$ cat src/rtl/seg7_scan_display_pkg.sv
// Shared constants for the six-digit multiplexed 7-segment clock display.
// Patterns are active-low, bit order [6:0] = g..a.
package seg7_scan_display_pkg;

  localparam int NUM_DIGITS = 6;

  localparam logic [6:0] SEG_DASH  = 7'b0111111;
  localparam logic [6:0] SEG_BLANK = 7'b1111111;

  localparam logic [6:0] SEG_PAT [16] = '{
    7'b1000000,  // 0
    7'b1111001,  // 1
    7'b0100100,  // 2
    7'b0110000,  // 3
    7'b0011001,  // 4
    7'b0010010,  // 5
    7'b0000010,  // 6
    7'b1111000,  // 7
    7'b0000000,  // 8
    7'b0010000,  // 9
    SEG_DASH, SEG_DASH, SEG_DASH, SEG_DASH, SEG_DASH, SEG_DASH
  };

endpackage

$ cat src/rtl/bcd_to_seg7.sv
// BCD nibble to active-low 7-segment pattern; non-decimal codes show a dash.
module bcd_to_seg7
  import seg7_scan_display_pkg::*;
(
  input  logic [3:0] bcd,
  output logic [6:0] seg7
);

  assign seg7 = SEG_PAT[bcd];

endmodule

$ cat src/rtl/seg7_scan_display.sv
// Six-digit hh:mm:ss scanner with ghost blanking, per-pair blinking and
// colon-style decimal points on digits 2 and 4.
module seg7_scan_display
  import seg7_scan_display_pkg::*;
#(
  parameter int SCAN_DIV  = 50000,
  parameter int BLINK_DIV = 25000000
) (
  input  logic        clk,
  input  logic        rst,
  input  logic [23:0] time_data,
  input  logic        flash_hour,
  input  logic        flash_minute,
  input  logic        flash_second,
  output logic [7:0]  seg,
  output logic [5:0]  dig
);

  localparam int SCAN_W  = (SCAN_DIV  > 2) ? $clog2(SCAN_DIV)  : 1;
  localparam int BLINK_W = (BLINK_DIV > 2) ? $clog2(BLINK_DIV) : 1;
  localparam logic [SCAN_W-1:0]  SCAN_LAST  = SCAN_W'(SCAN_DIV - 1);
  localparam logic [BLINK_W-1:0] BLINK_LAST = BLINK_W'(BLINK_DIV - 1);
  localparam logic [2:0]         IDX_LAST   = 3'(NUM_DIGITS - 1);

  logic [SCAN_W-1:0]  scan_cnt;
  logic [2:0]         idx;
  logic [23:0]        frame;
  logic [BLINK_W-1:0] blink_cnt;
  logic               blink_on;
  logic [2:0]         flash_now;
  logic [2:0]         flash_prev;
  logic               scan_wrap;
  logic               frame_wrap;
  logic [3:0]         nibble;
  logic [6:0]         seg7_dec;
  logic               pair_flag;
  logic               dp_on;
  logic [7:0]         seg_next;
  logic [5:0]         dig_next;

  assign flash_now  = {flash_hour, flash_minute, flash_second};
  assign scan_wrap  = (scan_cnt == SCAN_LAST);
  assign frame_wrap = scan_wrap && (idx == IDX_LAST);

  // Frame only reloads at the 5->0 wrap so a scan never mixes two times.
  always_ff @(posedge clk or negedge rst) begin
    if (!rst) begin
      scan_cnt <= '0;
      idx      <= '0;
      frame    <= '0;
    end else begin
      if (scan_wrap) begin
        scan_cnt <= '0;
        idx      <= (idx == IDX_LAST) ? 3'd0 : idx + 3'd1;
      end else begin
        scan_cnt <= scan_cnt + SCAN_W'(1);
      end
      if (frame_wrap)
        frame <= time_data;
    end
  end

  // A flash request edge restarts the blink phase visible, overriding a wrap.
  always_ff @(posedge clk or negedge rst) begin
    if (!rst) begin
      blink_cnt  <= '0;
      blink_on   <= 1'b1;
      flash_prev <= '0;
    end else begin
      flash_prev <= flash_now;
      if (flash_now != flash_prev) begin
        blink_cnt <= '0;
        blink_on  <= 1'b1;
      end else if (blink_cnt == BLINK_LAST) begin
        blink_cnt <= '0;
        blink_on  <= ~blink_on;
      end else begin
        blink_cnt <= blink_cnt + BLINK_W'(1);
      end
    end
  end

  assign nibble = frame[{idx, 2'b00} +: 4];

  bcd_to_seg7 u_dec (
    .bcd  (nibble),
    .seg7 (seg7_dec)
  );

  always_comb begin
    pair_flag = flash_hour;
    case (idx)
      3'd0, 3'd1: pair_flag = flash_second;
      3'd2, 3'd3: pair_flag = flash_minute;
      default:    pair_flag = flash_hour;
    endcase
  end

  assign dp_on = blink_on && (flash_now == 3'b000) && ((idx == 3'd2) || (idx == 3'd4));

  always_comb begin
    seg_next = {~dp_on, seg7_dec};
    if (pair_flag && !blink_on)
      seg_next[6:0] = SEG_BLANK;
    dig_next = (scan_cnt == '0) ? 6'h3F : ~(6'd1 << idx);
  end

  always_ff @(posedge clk or negedge rst) begin
    if (!rst) begin
      seg <= 8'hFF;
      dig <= 6'h3F;
    end else begin
      seg <= seg_next;
      dig <= dig_next;
    end
  end

endmodule

$ cat config.mk
export PLATFORM = sky130hd
export DESIGN_NAME = seg7_scan_display
export DESIGN_NICKNAME = d
export VERILOG_FILES = /design/src/rtl/seg7_scan_display_pkg.sv /design/src/rtl/bcd_to_seg7.sv /design/src/rtl/seg7_scan_display.sv
export SDC_FILE = /design/constraint.sdc
export NUM_CORES = 1
export LEC_CHECK = 0
export ABC_AREA = 1
export CAP_MARGIN = 20
export CORE_MARGIN = 2
export CORE_UTILIZATION = 40
export CTS_CLUSTER_SIZE = 10
export DETAILED_ROUTE_END_ITERATION = 10
export SLEW_MARGIN = 20
export SYNTH_ARGS = -nofsm -noshare
export SYNTH_HDL_FRONTEND = slang
export SYNTH_SLANG_ARGS = --single-unit
export TNS_END_PERCENT = 1
$ cat constraint.sdc
create_clock -name clk -period 2.3 [get_ports clk]
set_clock_uncertainty 0.05 [all_clocks]
set_input_delay 0.46 -clock clk [delete_from_list [all_inputs] [get_ports clk]]
set_output_delay 0.46 -clock clk [all_outputs]
set_load 0.01 [all_outputs]
* Word-level counts from Yosys, hierarchy flattened
Memory sizes are Yosys's and may differ from the RTL's. Index checks and enable logic that the tools add are counted.
Operators by class: $add $sub $neg 3, $mul 0, div/mod/pow operators 0, order comparisons 1, equality and inequality tests 8, shift operators 2, multiplexer cells 11, bitwise logic cells 4, reductions and logical operators 12
Operator list (number):
- 25-bit 2-to-1 mux | 2
- 25-bit by 1-bit adder with 25-bit output (second input constant) | 1
- 25-bit == test (second input constant) | 1
- 24-bit by 6-bit indexed part select with 4-bit output | 1
- 7-bit 2-to-1 mux | 3
- 16-bit by 1-bit adder with 16-bit output (second input constant) | 1
- 16-bit == test (second input constant) | 1
- 16-bit logical NOT | 1
- 16-bit 2-to-1 mux | 1
- 3-bit by 2-bit == test with 1-bit output (second input constant) | 2
- 3-bit == test (second input constant) | 2
- 3-bit logical NOT | 2
- 6-bit 2-to-1 mux | 1
- 6-bit NOT | 1
- 1-bit by 3-bit left shift with 6-bit output (first input constant) | 1
- 5-bit >= comparator (second input constant) | 1
- 4-bit NOT with 5-bit output | 1
- 1-bit logical AND | 4
- 2-bit OR reduction | 2
- 3-bit by 1-bit adder with 3-bit output (second input constant) | 1
- 3-bit by 1-bit == test with 1-bit output (second input constant) | 1
- 3-bit 2-to-1 mux | 1
- 3-bit != test | 1
- 1-bit 2-to-1 mux | 2
- 5 further kinds | 6
Word-level totals: register bits 86, latch bits 0, memory bits (writable) 0, memory bits (read-only) 112, bits of input ports 29, output and inout port bits 14, logic and storage cells 50, memories kept 1
Memories:
- (name not given) | depth 16, width 7, read ports 1, clocked after Yosys merged registers in 0, wr ports 0, line bcd_to_seg7.sv:9 | assign seg7 = SEG_PAT[bcd];

* Logic depth before layout (Yosys ltp)
Gate-level depths: netlist (run 1).
depth in word-level cells 6, mapped depth 16, depth with buffers taken out 14

* Modules after synthesis
Synthesis (run 1) repeated with hierarchy kept, for this count alone.
Second synthesis, totals: cells, all modules 556, area, all modules 4456.8 µm²
By module, submodules not included:
- seg7_scan_display | times used 1, cells each 521, area each 4270.3 µm², seq. area each 2170.8 µm²
- bcd_to_seg7 | times used 1, cells each 35, area each 186.4 µm², seq. area each 0.0 µm²

* Worst setup path after synthesis (run 1)
OpenSTA, ideal clock, no wires.
kind reg2reg, start point register idx[0], end point register seg[3], setup time 64 ps, data arrival time 1583 ps, required time 2186 ps, slack 603 ps, stages on the path, launching flop included 12, buffers on the path 2, clock period less this slack 1697 ps, cell sequence dfrtp_1 -> buf_4 -> buf_2 -> nand2_1 -> nand2_1 -> nand2_1 -> nand2_1 -> a21oi_1 -> ha_1 -> nand3_1 -> nand3_1 -> nand3_1
On the way: cells in the longest elaborated chain, start to end 6, elaborated cells between the ends (all ways) 14, classes of those cells eq/ne (3); shift (1); mux (4); bitwise (1); reduce/logical (4); memory (1)
Ends and longest elaborated chain:
- from (decl) | line seg7_scan_display.sv:26 | logic [2:0] idx;
- from (signal assigned) | line seg7_scan_display.sv:54 | idx <= (idx == IDX_LAST) ? 3'd0 : idx + 3'd1;
- 24-bit by 6-bit indexed part select with 4-bit output | line seg7_scan_display.sv:83 | assign nibble = frame[{idx, 2'b00} +: 4];
- 4-bit NOT with 5-bit output (implied by the code) | line bcd_to_seg7.sv:9
- memory 16 x 7 bit
- 7-bit 2-to-1 mux (implied by the code) (2 in series) | line bcd_to_seg7.sv:9
- 7-bit 2-to-1 mux * | line seg7_scan_display.sv:103 | if (pair_flag && !blink_on)
- net seg_next[3] | line seg7_scan_display.sv:38 | logic [7:0] seg_next;
- to (signal assigned) | line seg7_scan_display.sv:113 | seg <= seg_next;
- to (decl) | line seg7_scan_display.sv:15 | output logic [7:0] seg,
The timed path passes the listed nets; every way through them passes the cells marked *. The select of a mux whose other input is x is not followed. A chain may end at the register's enable or synchronous reset.

* Worst setup path after layout (run 1)
Same ends and word-level chain as after synthesis.

==> results of run 1 <==
[metal layers]
layer  global-route usage (%)  wire, um  up-vias  part of all wire, %
met5                        0         0        -                    0
met4                     5.35       139        0                  1.3
met3                     3.65       370       11                  3.5
met2                     29.5      4800       61                   46
met1                     24.2      5190     1885                   49
li1                         -         -     2060                    -
[critical path: stages (launching register included)]
cell and delay (ns):
dfrtp_1 0.46, buf_4 0.20, nand2_1 0.07, nand2_1 0.05, nand2_1 0.05, nand2_1 0.09, a21oi_1 0.35, ha_1 0.30
nand3_1 0.11, nand3_1 0.08, nand3_1 0.08
[final timing paths]
check	from	endpoint	cells past startpoint
min in group clk	frame[17]$_DFFE_PN0P_	frame[17]$_DFFE_PN0P_	2
max in group asynchronous	rst	dig[5]$_DFF_PN1_	2
worst min register to register	frame[17]$_DFFE_PN0P_	frame[17]$_DFFE_PN0P_	2
worst max-delay path	idx[0]$_DFFE_PN0N_	seg[3]$_DFF_PN1_	10
worst max register to register	idx[0]$_DFFE_PN0N_	seg[3]$_DFF_PN1_	10
worst min-delay path	rst	blink_cnt[17]$_DFF_PN0_	1
[cell usage after synthesis (all sizes together), types with 2 or more instances]
master	n
dfstp	15
nor3b	2
nor3	20
xnor2	8
ha	10
dfrtp	71
nand3	69
nand2	196
nor2	88
a31oi	2
xor2	12
inv	67
nand4	14
buf	16
a21oi	12
o21ai	11
[cell families after synthesis]
kind of cell / after synthesis
AND/OR/NAND/NOR: 394
multiplexers: 1
buffers and inverters: 84
adder cells (fa/ha/maj): 10
XOR/XNOR: 20
flip-flops: 86
AO/OA/AOI/OAI: 26
[per-stage QoR]
stage,std cells,power [mW],setup slack [ns],instance area (sq um)
after floorplan,621,1.59,0.603,4650
after global placement,800,1.68,0.335,5240
after detailed placement,800,1.68,0.253,5240
after CTS,816,3.14,0.352,5530
after global routing,816,3.21,0.179,5530
final,816,3.09,0.340,5530
[final cells by class]
class	instances	share of cell area, %
clock buffers	11	4.21
clock inverters	5	1.06
inverters	67	4.55
multi-input cells	451	38.4
flip-flops and latches	86	39.2
well taps	143	3.23
repair buffers	53	9.27
[power groups by stage]
| stage | combinational, mW | clock (mW) | sequential, mW |
|---|---|---|---|
| floorplan | 0.0289 | 0 | 1.56 |
| global placement | 0.127 | 0 | 1.56 |
| detailed placement | 0.127 | 0 | 1.56 |
| CTS | 0.128 | 1.48 | 1.53 |
| global route | 0.141 | 1.54 | 1.53 |
| finish | 0.124 | 1.44 | 1.53 |
[flip-flops by register name, summed over array words and instances, names as in the netlist]
| register | flops |
|---|---|
| blink_cnt | 25 |
| blink_on | 1 |
| dig | 6 |
| flash_prev | 3 |
| frame | 24 |
| idx | 3 |
| scan_cnt | 16 |
| seg | 8 |
==> flow_metrics.tcl, run 1 <==
set metrics [dict create \
    drtIter0Drc 282 \
    synth_top_family_by_area "simple AND/OR/NAND/NOR gates" \
    synth-compound-area-share_pct 2.98 \
    path_max_fanout 10 \
    coreArea_sq_um 11400 \
    synth_area_leader_cell "dfrtp_1" \
    hold_viol 0 \
    synthToLayoutAreaGrowth_pct 18.9 \
    final_core_util_pct 48.7 \
    crit_path_start_kind "flip-flop" \
    clk_latency_ns 0.34 \
    fmax_ghz 0.510 \
    power.switching_mw 0.664 \
    yosysTopAreaCellShare_pct 38.2 \
    clk_pin_slew_worst_paths_ns 0.06 \
    drv_slew 0 \
    synth-edff-count 0 \
    crit_type "reg2reg" \
    final_net_count 707 \
    row_count 39 \
    yosysSeqAreaShare_pct 46.7 \
    cts_tree "done" \
    cts-hold-fix-buffers 0 \
    dp_hpwl_um 7850 \
    combinationalPowerShare_pct 4.0 \
    postCtsResizedCells 0 \
    cts_setup_buffers 0 \
    worst_pin_slew_ns 0.418 \
    period_share_pct 85.2 \
    holdWs_ns 0.0149 \
    layout_common_cells "nand2_1, nor2_1, dfrtp_1" \
    power_density_nw_per_um2 559 \
    synth.area.top_cells "dfrtp_1, nand2_1, dfstp_2, nand3_1, nor2_1" \
    drive_gt1_share_pct 7.73 \
    port_buffers 42 \
    io_pins 43 \
    dr.pass1.iters 6 \
    die_area_sq_um 12500 \
    ys_ff_latch 86 \
    cp.required_ns 2.53 \
    yosys_warnings 0 \
    drv_cap 0 \
    synth-async-reset-ratio_pct 100 \
    synth.net_count 660 \
    htreeDepth 3 \
    ys_types 33 \
    syn_avg_cell_area_sq_um 7.49 \
    hold_path_class "in2async" \
    grt_pass1_vias 4007 \
    wl_per_cell_um 12.9 \
    clockBufferDepth 2 \
    mostFrequentLayoutCell "nand2_1" \
    p_seq_share_pct 49.5 \
    peakVddDrop_mv 0.362 \
    setup_viol 0 \
    synthMuxAreaShare_pct 0.215 \
    wl_um 10500 \
    ys.flop_type "dfrtp_1" \
    ctsRootBufferMaster "clkbuf_16" \
    p_int_mw 2.43 \
    grt_pass1_wl_um 18400 \
    power_frac_clock_pct 46.5 \
    grt_usage_pct 18.0 \
    grt_max_degree 55 \
    multi_input_area_sq_um 2130 \
    place_congestion 0.925 \
    syn-cell-area_sq_um 4650 \
    n_antenna_cell 0 \
    outcome "completed" \
    drc 0 \
    fillCellCount 1148 \
    switching_share_pct 21.5 \
    antenna_found_initial 0 \
    reg2reg_slack_ns 0.34 \
    setup_tns_ns 0 \
    die_w_um 112 \
    rsz0062_at_grt "no" \
    synthXorXnorAreaFrac_pct 3.76 \
    avgViaCountPerCell 4.92 \
    cts_inserted_buffers 9 \
    syn_inst 621 \
    arrival_ns 2.19 \
    overflow 0 \
    max_slew_margin_pct 71.9 \
    yosys.area_share.adder_pct 2.69 \
    die_height_um 112 \
    initial_core_util_pct 40.9 \
    period_needed_ns 1.96 \
    seqCellArea_sq_um 2170 \
    leakagePower_nw 2.53 \
    via_count 4017 \
    cts_sinks 86 \
    ant_nets 0 \
    critPathCaptureType "flip-flop" \
    synthSimpleGateAreaFrac_pct 36.0 \
]
No activity file was read; power rests on OpenSTA's default activity.
==> run 2, diff against run 1 <==
--- a/config.mk
+++ b/config.mk
@@ -8,7 +8,7 @@
 export ABC_AREA = 1
 export CAP_MARGIN = 20
 export CORE_MARGIN = 2
-export CORE_UTILIZATION = 40
+export CORE_UTILIZATION = 35
 export CTS_CLUSTER_SIZE = 10
 export DETAILED_ROUTE_END_ITERATION = 10
 export SLEW_MARGIN = 20
==> run 2 against run 1 <==
Sequential power about the same. Critical path type unchanged. Largest power group is now clock. Hold slack better by 0.098 ns. Wire length up 3.4%.
==> flow_metrics.tcl, run 2 (synthesized netlist as in run 1, its figures left out) <==
set metrics [dict create \
    layout_common_cells "nand2_1, nor2_1, dfrtp_1" \
    clk_latency_ns 0.34 \
    grt_pass1_wl_um 18700 \
    avgViaCountPerCell 4.75 \
    power_frac_clock_pct 49.1 \
    cp-endpoint "seg[3]$_DFF_PN1_" \
    overflow 0 \
    fmax_ghz 0.507 \
    crit_chain "inv_2 > nand2_1 > nand2_1 > nand2_1 > nand2_1 > nand2_1 > nand2_1 > inv_1 > ha_1 > nand3_1 > nand3_1 > nand3_1" \
    peakVddDrop_mv 0.361 \
    cp-startpoint "idx[0]$_DFFE_PN0N_" \
    cp_top_family "simple AND/OR/NAND/NOR gates" \
    p_int_mw 2.60 \
    cp.required_ns 2.51 \
    switching_share_pct 20.3 \
    final_net_count 711 \
    arrival_ns 2.18 \
    period_share_pct 85.8 \
    power.switching_mw 0.662 \
    rsz0062_at_grt "no" \
    ff2ff_path_depth 12 \
    crit_path_start_kind "flip-flop" \
    cp.depth 12 \
    coreArea_sq_um 13100 \
    cpPeakStageDelay_ns 0.51 \
    cpMaxStageDelayCell "dfrtp_2" \
    setup_tns_ns 0 \
    outcome "completed" \
    ant_nets 0 \
    place_congestion 0.899 \
    io_pins 43 \
    period_needed_ns 1.97 \
    grt_max_degree 87 \
    r2r_start "idx[0]$_DFFE_PN0N_" \
    power_density_nw_per_um2 577 \
    drv_cap 0 \
    critPathCaptureType "flip-flop" \
    grt_pass1_vias 3955 \
    port_buffers 42 \
    fin_area_sq_um 5650 \
    p_seq_share_pct 46.9 \
    reg2reg_slack_ns 0.33 \
    cts_setup_buffers 0 \
    largest_reg_flops 25 \
    setup_viol 0 \
    critPathBufInv 2 \
    dr.pass1.iters 4 \
    drc 0 \
    die_w_um 119 \
    grt_usage_pct 16.3 \
    path_max_fanout 16 \
    hold_path_class "in2async" \
    synthToLayoutAreaGrowth_pct 21.4 \
    fillCellCount 1363 \
    drive_gt1_share_pct 8.71 \
    worst_pin_slew_ns 0.451 \
    antenna_found_initial 0 \
    ctsRootBufferMaster "clkbuf_16" \
    initial_core_util_pct 35.4 \
    hold_viol 0 \
    cts_sinks 86 \
    via_count 4053 \
    die_height_um 119 \
    cts_tree "done" \
    clk_pin_slew_worst_paths_ns 0.06 \
    cts_inserted_buffers 9 \
    top_regs "blink_cnt (25), frame (24), scan_cnt (16)" \
    n_antenna_cell 0 \
    regMostFlops "blink_cnt" \
    cpMostUsedCell "nand2_1" \
    drtIter0Drc 247 \
    mostFrequentLayoutCell "nand2_1" \
    htreeDepth 3 \
    clockBufferDepth 2 \
    place_area_sq_um 5310 \
    reg2reg_to "seg[3]$_DFF_PN1_" \
    row_count 42 \
    leakagePower_nw 2.57 \
    wl_um 10900 \
    drv_slew 0 \
    cts-hold-fix-buffers 0 \
    max_slew_margin_pct 69.9 \
    die_area_sq_um 14200 \
    crit_type "reg2reg" \
    combinationalPowerShare_pct 4.0 \
    dp_hpwl_um 8060 \
    total_power_mw 3.26 \
    postCtsResizedCells 0 \
    wl_per_cell_um 12.7 \
]
-- run 2: stage by stage --
| stage | hold slack (ns) | setup WS [ns] | util [%] | cells |
|---|---|---|---|---|
| final | 0.112 | 0.326 | 43.0 | 853 |
| after global routing | 0.147 | 0.157 | 43.0 | 853 |
| after CTS | 0.119 | 0.168 | 43.0 | 853 |
| after detailed placement | 0.414 | 0.201 | 40.4 | 837 |
| after global placement | 0.415 | 0.322 | 40.4 | 837 |
| after floorplan | 0.114 | 0.603 | - | 621 |
-- run 2: layer usage --
layer | vias up | wire [um] | track usage, %
met1 | 1916 | 5090 | 21.0
met2 | 62 | 5250 | 27.3
li1 | 2063 | - | -
met5 | - | 0 | 0
met4 | 0 | 176 | 5.00
met3 | 12 | 330 | 3.74
-- run 2: cell type report --
type / instances / area (sq um) / area share [%]
Multi-Input combinational cell: 451 / 2130 / 37.7
Clock buffer: 11 / 253 / 4.47
Inverter: 67 / 251 / 4.45
Sequential cell: 86 / 2170 / 38.5
Timing Repair Buffer: 57 / 543 / 9.61
Tap cell: 176 / 220 / 3.90
Clock inverter: 5 / 81.3 / 1.44
-- run 2: power groups by stage --
stage	clock network [mW]	registers [mW]	logic, mW
finish	1.60	1.53	0.131
floorplan	0	1.56	0.0289
global route	1.71	1.53	0.146
detailed placement	0	1.56	0.135
global placement	0	1.56	0.134
CTS	1.64	1.53	0.135
-- run 2: worst min path at each step --
stage          cells after the start                      to
2_1_floorplan                      0  blink_cnt[0]$_DFF_PN0_
3_3_place_gp                       2   frame[15]$_DFFE_PN0P_
3_5_place_dp                       2    frame[3]$_DFFE_PN0P_
4_1_cts                            2  blink_cnt[8]$_DFF_PN0_
5_1_grt                            2  blink_cnt[8]$_DFF_PN0_
6_report                           2  blink_cnt[7]$_DFF_PN0_
==> run 3, diff against run 2 <==
--- a/config.mk
+++ b/config.mk
@@ -8,7 +8,7 @@
 export ABC_AREA = 1
 export CAP_MARGIN = 20
 export CORE_MARGIN = 2
-export CORE_UTILIZATION = 35
+export CORE_UTILIZATION = 32
 export CTS_CLUSTER_SIZE = 10
 export DETAILED_ROUTE_END_ITERATION = 10
 export SLEW_MARGIN = 20
==> run 3 against run 2 <==
Sequential share of layout area rose by 0.15 points. Via count grew 0.20%. Maximum frequency grew 0.90%. Total power is 3.4% lower. Die area is 9.0% higher. Clock power is 7% lower. Hold slack lost 0.068 ns. Combinational power is 4% lower. Sequential power about the same. Wire length down 1.6%. Critical endpoint unchanged. Largest power group is now sequential cells.
==> flow_metrics.tcl, run 3 (synthesized netlist as in run 1, its figures left out) <==
set metrics [dict create \
    ant_nets 0 \
    setup_viol 0 \
    worst_pin_slew_ns 0.523 \
    grt_usage_pct 14.3 \
    grt_pass1_wl_um 18400 \
    cpMaxStageDelayCell "dfrtp_2" \
    drc 0 \
    switching_share_pct 21.1 \
    antenna_found_initial 0 \
    cpMostUsedCell "nand2_1" \
    drive_gt1_share_pct 8.58 \
    ctsRootBufferMaster "clkbuf_16" \
    p_seq_share_pct 48.6 \
    p_int_mw 2.48 \
    row_count 44 \
    critPathCaptureType "flip-flop" \
    cts_sinks 86 \
    period_needed_ns 1.96 \
    drv_slew 0 \
    dr.pass1.iters 5 \
    largest_reg_flops 25 \
    drv_cap 0 \
    crit_type "reg2reg" \
    via_count 4061 \
    port_buffers 42 \
    wl_per_cell_um 12.4 \
    path_max_fanout 16 \
    grt_pass1_vias 3912 \
    crit_path_start_kind "flip-flop" \
    combinationalPowerShare_pct 4.0 \
    cp_top_family "simple AND/OR/NAND/NOR gates" \
    clk_pin_slew_worst_paths_ns 0.06 \
    grt_max_degree 42 \
    rsz0062_at_grt "no" \
    final_net_count 710 \
    initial_core_util_pct 32.4 \
    max_slew_margin_pct 65.1 \
    critPathBufInv 1 \
    die_w_um 125 \
    layout_common_cells "nand2_1, nor2_1, dfrtp_1" \
    fmax_ghz 0.511 \
    overflow 0 \
    power.switching_mw 0.665 \
    io_pins 43 \
    cts_setup_buffers 0 \
    period_share_pct 85.1 \
    die_area_sq_um 15500 \
    power_frac_clock_pct 47.4 \
    peakVddDrop_mv 0.332 \
    mostFrequentLayoutCell "nand2_1" \
    hold_viol 0 \
    clockBufferDepth 2 \
    place_congestion 0.948 \
    cpPeakStageDelay_ns 0.52 \
    htreeDepth 3 \
    arrival_ns 2.18 \
    clk_latency_ns 0.34 \
    regMostFlops "blink_cnt" \
    reg2reg_slack_ns 0.34 \
    cts_inserted_buffers 9 \
    cts_tree "done" \
    leakagePower_nw 2.55 \
    cp.required_ns 2.53 \
    top_regs "blink_cnt (25), frame (24), scan_cnt (16)" \
    final-instance-count-excl-fill 860 \
    hold_path_class "in2async" \
    die_height_um 125 \
    dp_hpwl_um 7990 \
    drtIter0Drc 320 \
    power_density_nw_per_um2 560 \
    dpl.cell_count 844 \
    wl_um 10700 \
    avgViaCountPerCell 4.72 \
    coreArea_sq_um 14400 \
    outcome "completed" \
    synthToLayoutAreaGrowth_pct 20.9 \
    setup_tns_ns 0 \
    crit_chain "inv_2 > nand2_1 > nand2_1 > nand2_1 > nand2_1 > a21oi_1 > ha_1 > nand3_1 > nand3_1 > nand3_1" \
    n_antenna_cell 0 \
]
-- run 3: power groups by stage --
stage	Combinational, mW	Sequential [mW]	Clock (mW)
4_1_cts	0.131	1.53	1.53
2_1_floorplan	0.0289	1.56	0
5_1_grt	0.142	1.53	1.60
3_3_place_gp	0.129	1.56	0
3_5_place_dp	0.131	1.56	0
6_report	0.126	1.53	1.49
-- run 3: area by class of cell --
cell class              count  area [sq um]
clock inverters             5          57.6
clock buffers              11           253
fillers                  1445          8740
multi-input cells         451          2130
inverters                  67           251
repair buffers             56           536
well taps                 184           230
flip-flops and latches     86          2170
-- run 3: routing by layer --
metal | track usage (%) | part of all wire, % | vias up
met4 | 4.96 | 2.1 | 0
met1 | 18.7 | 46 | 1898
li1 | - | - | 2057
met2 | 23.6 | 48 | 85
met3 | 2.96 | 3.4 | 21
met5 | 0 | 0 | -
-- run 3: metrics by stage --
stage	power (mW)	cell area, sq um	hold WS, ns	setup slack [ns]	utilization, %
floorplan	1.59	4650	0.114	0.603	-
global placement	1.69	5320	0.415	0.323	37.0
detailed placement	1.69	5320	0.410	0.203	37.0
CTS	3.19	5630	0.0632	0.201	39.2
global route	3.27	5630	0.0879	0.169	39.2
finish	3.15	5630	0.0441	0.343	39.2
-- run 3: worst paths after layout --
path                            cells past startpoint                       to                  from
worst max register to register                     10         seg[3]$_DFF_PN1_    idx[0]$_DFFE_PN0N_
worst min-delay path                                1     frame[0]$_DFFE_PN0P_                   rst
worst max-delay path                               10         seg[3]$_DFF_PN1_    idx[0]$_DFFE_PN0N_
min in group clk                                    2     frame[4]$_DFFE_PN0P_  frame[4]$_DFFE_PN0P_
worst min register to register                      2     frame[4]$_DFFE_PN0P_  frame[4]$_DFFE_PN0P_
max in group asynchronous                           2  blink_cnt[13]$_DFF_PN0_                   rst
-- run 3: what timing repair did --
item / CTS / global route
gates resized for setup: 0 / 1
endpoints found under the setup margin: 0 / 2
hold buffers: 0 / 0
